<file path="config.mk">
export PLATFORM = sky130hd
export DESIGN_NAME = if_fetch
export DESIGN_NICKNAME = d
export VERILOG_FILES = /design/src/rtl/if_fetch.sv
export SDC_FILE = /design/constraint.sdc
export NUM_CORES = 1
export LEC_CHECK = 0
export CAP_MARGIN = 5
export CORE_MARGIN = 1.5
export CORE_UTILIZATION = 47
export CTS_CLUSTER_DIAMETER = 40
export DETAILED_ROUTE_END_ITERATION = 10
export HOLD_SLACK_MARGIN = 0.08
export PLACE_DENSITY = 0.91
export SYNTH_ARGS = -nofsm -noshare
export SYNTH_HDL_FRONTEND = slang
export SYNTH_SLANG_ARGS = --single-unit
export TNS_END_PERCENT = 30
</file>
<file path="constraint.sdc">
create_clock -name clk -period 2.5 [get_ports clk]
set_clock_uncertainty 0.2 [all_clocks]
set_input_delay 0.375 -clock clk [delete_from_list [all_inputs] [get_ports clk]]
set_output_delay 0.375 -clock clk [all_outputs]
set_load 0.005 [all_outputs]
</file>
<file path="src/rtl/if_fetch.sv">
// if_fetch: instruction-fetch stage. Issues word fetches over a req/done handshake
// and hands pc/inst to decode. Define IF_ICACHE_EN for a direct-mapped icache.
module if_fetch #(
  parameter logic [31:0] RESET_PC     = 32'h0000_0000,
  parameter int          ICACHE_LINES = 32
) (
  input  logic        clk,
  input  logic        rst,
  input  logic        stall_i,
  input  logic        br_flag_i,
  input  logic [31:0] br_target_i,
  output logic        mem_req_o,
  output logic [31:0] mem_addr_o,
  input  logic        mem_done_i,
  input  logic [31:0] mem_inst_i,
  output logic [31:0] pc_o,
  output logic [31:0] inst_o,
  output logic        inst_valid_o
);

  typedef enum logic [1:0] {
    IDLE = 2'd0,
    WAIT = 2'd1,
    HOLD = 2'd2
  } state_e;

  state_e      state_q, state_d;
  logic [31:0] fetch_pc_q, fetch_pc_d;
  logic        drop_q, drop_d;
  logic        mem_req_q, mem_req_d;
  logic [31:0] mem_addr_q, mem_addr_d;
  logic [31:0] pc_q, pc_d;
  logic [31:0] inst_q, inst_d;
  logic        valid_q, valid_d;

  logic        hit_s;
  logic [31:0] hit_inst_s;

  if (ICACHE_LINES < 2 || (ICACHE_LINES & (ICACHE_LINES - 1)) != 0) begin : g_bad_lines
    $error("if_fetch: ICACHE_LINES must be a power of two and at least 2");
  end

`ifdef IF_ICACHE_EN
  localparam int IDX_W = $clog2(ICACHE_LINES);
  localparam int TAG_W = 30 - IDX_W;

  logic [ICACHE_LINES-1:0] line_valid_q;
  logic [TAG_W-1:0]        line_tag_q  [ICACHE_LINES];
  logic [31:0]             line_data_q [ICACHE_LINES];
  logic [IDX_W-1:0]        rd_idx_s;
  logic [IDX_W-1:0]        wr_idx_s;
  logic                    fill_s;

  // Fills use the registered request address, so dropped fetches still land in the right line.
  assign rd_idx_s   = fetch_pc_q[IDX_W+1:2];
  assign wr_idx_s   = mem_addr_q[IDX_W+1:2];
  assign fill_s     = (state_q == WAIT) && mem_done_i;
  assign hit_s      = line_valid_q[rd_idx_s] && (line_tag_q[rd_idx_s] == fetch_pc_q[31:IDX_W+2]);
  assign hit_inst_s = line_data_q[rd_idx_s];

  // Line valid bits: cleared on reset, set by every completed memory fetch.
  always_ff @(posedge clk) begin
    if (rst) begin
      line_valid_q <= '0;
    end else if (fill_s) begin
      line_valid_q[wr_idx_s] <= 1'b1;
    end
  end

  // Line tag and data storage.
  always_ff @(posedge clk) begin
    if (fill_s) begin
      line_tag_q[wr_idx_s]  <= mem_addr_q[31:IDX_W+2];
      line_data_q[wr_idx_s] <= mem_inst_i;
    end
  end
`else
  assign hit_s      = 1'b0;
  assign hit_inst_s = 32'h0000_0000;
`endif

  // Next-state and output decode for the fetch FSM; redirect outranks everything.
  always_comb begin
    state_d    = state_q;
    fetch_pc_d = fetch_pc_q;
    drop_d     = drop_q;
    mem_req_d  = mem_req_q;
    mem_addr_d = mem_addr_q;
    pc_d       = pc_q;
    inst_d     = inst_q;
    valid_d    = valid_q;
    case (state_q)
      IDLE: begin
        valid_d = 1'b0;
        if (br_flag_i) begin
          fetch_pc_d = br_target_i;
        end else if (hit_s) begin
          inst_d     = hit_inst_s;
          pc_d       = fetch_pc_q;
          valid_d    = 1'b1;
          fetch_pc_d = fetch_pc_q + 32'd4;
          state_d    = HOLD;
        end else begin
          mem_req_d  = 1'b1;
          mem_addr_d = fetch_pc_q;
          state_d    = WAIT;
        end
      end
      WAIT: begin
        if (br_flag_i) begin
          // The outstanding fetch cannot be cancelled; remember to discard its word.
          fetch_pc_d = br_target_i;
          valid_d    = 1'b0;
          if (mem_done_i) begin
            mem_req_d = 1'b0;
            drop_d    = 1'b0;
            state_d   = IDLE;
          end else begin
            drop_d = 1'b1;
          end
        end else if (mem_done_i) begin
          mem_req_d = 1'b0;
          if (drop_q) begin
            drop_d  = 1'b0;
            state_d = IDLE;
          end else begin
            inst_d     = mem_inst_i;
            pc_d       = fetch_pc_q;
            valid_d    = 1'b1;
            fetch_pc_d = fetch_pc_q + 32'd4;
            state_d    = HOLD;
          end
        end else begin
          mem_req_d = mem_req_q;
        end
      end
      HOLD: begin
        if (br_flag_i) begin
          fetch_pc_d = br_target_i;
          valid_d    = 1'b0;
          state_d    = IDLE;
        end else if (stall_i) begin
          valid_d = valid_q;
        end else if (hit_s) begin
          inst_d     = hit_inst_s;
          pc_d       = fetch_pc_q;
          valid_d    = 1'b1;
          fetch_pc_d = fetch_pc_q + 32'd4;
        end else begin
          valid_d = 1'b0;
          state_d = IDLE;
        end
      end
      default: begin
        state_d   = IDLE;
        mem_req_d = 1'b0;
        valid_d   = 1'b0;
        drop_d    = 1'b0;
      end
    endcase
  end

  // State and output registers.
  always_ff @(posedge clk) begin
    if (rst) begin
      state_q    <= IDLE;
      fetch_pc_q <= RESET_PC;
      drop_q     <= 1'b0;
      mem_req_q  <= 1'b0;
      mem_addr_q <= 32'h0000_0000;
      pc_q       <= 32'h0000_0000;
      inst_q     <= 32'h0000_0000;
      valid_q    <= 1'b0;
    end else begin
      state_q    <= state_d;
      fetch_pc_q <= fetch_pc_d;
      drop_q     <= drop_d;
      mem_req_q  <= mem_req_d;
      mem_addr_q <= mem_addr_d;
      pc_q       <= pc_d;
      inst_q     <= inst_d;
      valid_q    <= valid_d;
    end
  end

  assign mem_req_o    = mem_req_q;
  assign mem_addr_o   = mem_addr_q;
  assign pc_o         = pc_q;
  assign inst_o       = inst_q;
  assign inst_valid_o = valid_q;

endmodule

</file>
-- After elaboration in Yosys (flattened, before gate mapping)
Index checks and enable logic that the tools add are counted.
Widths: inputs -> output; s select.
- bitwise logic cells: 4
- muxes and demuxes: 25
- add/sub/neg operators: 1
- reduce and logical (&&, ||, !) cells: 10
- eq/ne operators: 8
- operators by type and width (cell ; count):
    $mux 32 ; 4
    $pmux 32 s2 ; 1
    $add 32x3->32 const B ; 1
    $mux 2 ; 7
    $mux 1 ; 9
    $ne 3x3->1 const B ; 3
    $reduce_and 3->1 ; 3
    $reduce_and 4->1 ; 2
    $pmux 2 s3 ; 1
    $ne 2x2->1 const B ; 2
    $not 1->1 ; 4
    $pmux 1 s2 ; 2
    $reduce_and 2->1 ; 2
    $pmux 1 s3 ; 1
    $eq 2x1->1 const B ; 1
    $eq 2x2->1 const B ; 1
    $logic_not 2->1 ; 1
    $ne 2x1->1 const B ; 1
    $reduce_bool 2->1 ; 1
    $reduce_or 2->1 ; 1
- bits of input ports: 69
- output and inout bits: 98
- register bits: 133
- word-level logic and storage cells: 56

-- Longest topological paths before layout
- depth after elaboration: 5
- depth in mapped cells: 8
- depth with buffers taken out: 6

-- Worst setup path after synthesis
Ideal clock, no wire load.
- path kind: register to register
- start point: register fetch_pc_q[2]
- end point: register fetch_pc_q[26]
- path buffers: 0
- slack: 0.543 ns
- stages on the path, launching flop included: 7
- data arrival time: 1.683 ns
- cell sequence: dfxtp_1 ha_1 nand3_2 nor4_2 nand4_1 or4_1 a31oi_1
- cells in the longest elaborated chain, start to end: 5
- RTL lines (element ; line ; source):
    from (decl) ; 28 ; logic [31:0] fetch_pc_q, fetch_pc_d;
    from (signal assigned) ; 176 ; fetch_pc_q <= fetch_pc_d;
    $add 32x3->32 ; -- ;
    $mux 32 ; 123 ; if (drop_q) begin
    $mux 32 ; 121 ; end else if (mem_done_i) begin
    $mux 32 ; 110 ; if (br_flag_i) begin
    $pmux 32 s2 ; 92 ; case (state_q)
No other way between the ends. The select of a mux whose other input is x is not followed.
A chain may end at the register's enable or synchronous reset.

-- Final worst setup path
- start point: register fetch_pc_q[4]
- end point: register fetch_pc_q[27]
Same word-level chain as after synthesis.

==> flow_metrics.env <==
export IMPL_outcome="complete, no violations"
export IMPL_pwr_share_comb=0.114
export IMPL_pwr_share_seq=0.418
export IMPL_ios=167
export IMPL_postRouteAntennaNets=0
export IMPL_synth_distinct_cells=51
export IMPL_rr_endpoint="fetch_pc_q[27]"
export IMPL_nNetsFinal=943
export IMPL_cts_resized=0
export IMPL_rsz0062_at_grt="no"
export IMPL_maxCapViolCount=0
export IMPL_syn_inst=726
export IMPL_powerDensity_nw_per_um2=696
export IMPL_die_w_um=112
export IMPL_regArea_sq_um=2660
export IMPL_power_frac_clock=0.468
export IMPL_rows=39
export IMPL_synthFlopType="dfxtp_1"
export IMPL_p_int_mw=4.17
export IMPL_p_switching_mw=1.40
export IMPL_grt_pass1_vias=5338
export IMPL_clock_root_buffer="clkbuf_16"
export IMPL_finalCritPeriodShare=0.878
export IMPL_post_place_ws_ns=0.0698
export IMPL_critPathKind="flop to flop"
export IMPL_max_freq_ghz=0.456
export IMPL_drt_initial_drc_count=695
export IMPL_crit_start="fetch_pc_q[4]"
export IMPL_globalplace_congestion=0.857
export IMPL_core_area_sq_um=11500
export IMPL_grt_max_degree=66
export IMPL_slew_violations=0
export IMPL_slew_headroom=0.641
export IMPL_final_cell_area_sq_um=8000
export IMPL_multi_input_area_sq_um=2610
export IMPL_avgViaCountPerCell=5.69
export IMPL_cpPeakStageDelay_ns=0.52
export IMPL_wl_um=16800
export IMPL_setup_ws_ns=0.306
export IMPL_port_buffers=166
export IMPL_syn_to_final_growth_pct=44.1
export IMPL_period_minus_slack_ns=2.19
export IMPL_synth_nets=796
export IMPL_die_y_um=112
export IMPL_postSynthAreaPerCell_sq_um=7.65
export IMPL_p_leak_nw=2.77
export IMPL_setup_viol=0
export IMPL_cts_sinks=133
export IMPL_numCtsBuffers=17
export IMPL_grt_ovfl_total=0
export IMPL_synth_area_top_cells="dfxtp_1 (48%), nand2_1 (15%), a21oi_1 (11%)"
export IMPL_synthArstFlopShare=0
export IMPL_antenna_found_initial=0
export IMPL_dpl_cell_area_sq_um=7370
export IMPL_drive_above_1_share=0.0745
export IMPL_ir_worst_vdd_mv=0.624
export IMPL_swShare=0.252
export IMPL_start_kind="flop"
export IMPL_cts_tree="done"
export IMPL_hpwl_um=11200
export IMPL_worstPathMaxFanout=9
export IMPL_synth_seq_area_share=0.480
export IMPL_postCtsSetupRepairBufs=0
export IMPL_ys_ff_latch=133
export IMPL_finalSetupTns_ns=0
export IMPL_wl_per_cell_um=16.3
export IMPL_r2r_cells=5
export IMPL_yosysTopAreaCell="dfxtp_1"
export IMPL_r2r_start="fetch_pc_q[4]"
export IMPL_worstPathArrival_ns=2.28
export IMPL_finalHoldViolCount=0
export IMPL_endpoint="fetch_pc_q[27]"
export IMPL_required_ns=2.58
export IMPL_cp_cell_sequence="and4_1, nand4_1, nor4_1, mux2i_1, o22ai_1"
export IMPL_synth_edf_count=0
export IMPL_crit_slowest_cell="dfxtp_1"
export IMPL_yosysWarnings=0
export IMPL_die_area_sq_um=12500
export IMPL_synth_top_cell_area_share=0.480
export IMPL_hold_class="input pin to flop"
export IMPL_drc=0
export IMPL_path_clk_slew_ns=0.06
export IMPL_power_mw=5.57
export IMPL_ff2ff_setup_slack_ns=0.31
export IMPL_clockBufferDepth=2
export IMPL_grt_pass1_wl_um=26400
export IMPL_end_kind="flop"
export IMPL_syn_area_sq_um=5550
export IMPL_vias=5858
export IMPL_tightestPinTransition_ns=0.538
export IMPL_n_antenna_cell=0
export IMPL_cts_max_level=4
export IMPL_nFillCells=863
export IMPL_first_pass_iters=7
export IMPL_clock_latency_ns=0.42
export IMPL_grt_usage=0.264
export IMPL_hold_buffers=0
export IMPL_start_util=0.484
critical path: cells and delay by family, from the launching register on:
kind | cells | cell delay [ns]
compound gates | 1 | 0.10
flops | 1 | 0.52
mux | 1 | 0.27
simple gates | 3 | 0.97
cell families (layout without fill, tap and decap cells):
family,count (synthesis),after routing,synth area share
AND/OR/NAND/NOR,331,331,0.261
AO/OA/AOI/OAI,187,187,0.193
adder cells (fa/ha/maj),1,1,0.00225
flip-flops,133,133,0.480
multiplexers,7,7,0.0126
buffers and inverters,67,227,0.0516
how the worst min path moves through the flow:
stage	startpoint	end	cells past startpoint
6_report	rst	fetch_pc_q[4]	2
5_1_grt	rst	fetch_pc_q[4]	2
4_1_cts	rst	fetch_pc_q[4]	2
3_5_place_dp	pc_o[7]	pc_o[7]	2
3_3_place_gp	inst_o[23]	inst_o[23]	2
2_1_floorplan	fetch_pc_q[0]	mem_addr_o[0]	2
placed cells by master, fill, tap and decap left out, types with 4 or more instances in the layout:
master / synthesis / layout
nand4_1: 7 / 7
o22ai_1: 8 / 8
dfxtp_1: 133 / 133
buf_4: 1 / 20
a21oi_1: 127 / 127
nand3_1: 18 / 18
nor2_1: 32 / 31
mux2i_1: 7 / 7
clkdlybuf4s50_1: 0 / 165
and3_1: 7 / 7
o21a_1: 4 / 4
nand2_1: 221 / 221
a32oi_1: 7 / 7
buf_12: 0 / 5
nand2b_1: 5 / 5
a211oi_1: 4 / 4
a31oi_1: 4 / 4
o21ai_0: 12 / 12
clkinv_4: 0 / 4
nor4_1: 7 / 7
nor3_1: 11 / 10
clkbuf_16: 0 / 17
inv_1: 5 / 5
cells in the mapped netlist (2+ instances only):
cell type	count
a22oi_1	2
o21a_1	4
o31a_1	2
a31oi_1	4
o21ai_0	12
o22ai_1	8
o41ai_1	2
buf_2	25
a32o_1	2
dfxtp_1	133
o32ai_1	3
nor4_1	7
and3_1	7
a21oi_1	127
nor3_1	11
o211ai_1	2
nand2b_1	5
nor2_1	32
a211oi_1	4
nor3b_1	2
nand3_1	18
mux2i_1	7
inv_1	5
nand2_1	221
a32oi_1	7
clkbuf_1	35
nor2b_1	3
nand4_1	7
or3_1	4
and4_1	3
or4_1	2
registers in the layout (all words and copies together), names as in the netlist:
register	cells
state_q	2
pc_o	32
inst_valid_o	1
inst_o	32
drop_q	1
mem_req_o	1
mem_addr_o	32
fetch_pc_q	32
layer usage:
metal / track usage / wire [um] / vias to the layer above
met5: 0 / 0 / -
met1: 0.327 / 6690 / 2700
li1: - / - / 2789
met4: 0.107 / 562 / 0
met3: 0.0626 / 1350 / 50
met2: 0.442 / 8150 / 319
cell type report:
cell class,count,area share
sequential,133,0.333
multi-input combinational,526,0.326
inverter,5,0.00235
clock buffer,19,0.0566
timing repair buffer,190,0.238
tap,143,0.0224
clock inverter,13,0.0214
power groups by stage:
| stage | Sequential (mW) | Clock (mW) | Combinational, mW |
|---|---|---|---|
| after global placement | 2.37 | 0 | 0.609 |
| after CTS | 2.32 | 2.62 | 0.628 |
| after floorplan | 2.32 | 0 | 0.333 |
| after global routing | 2.34 | 2.72 | 0.686 |
| final | 2.33 | 2.61 | 0.633 |
| after detailed placement | 2.37 | 0 | 0.622 |
through the flow:
stage,hold slack (ns),utilization,std cells
after floorplan,0.245,-,726
after global placement,0.240,0.643,997
after detailed placement,0.246,0.643,997
after CTS,0.190,0.697,1029
after global routing,0.202,0.697,1029
final,0.207,0.697,1029
(Power assumes the default switching activity.)
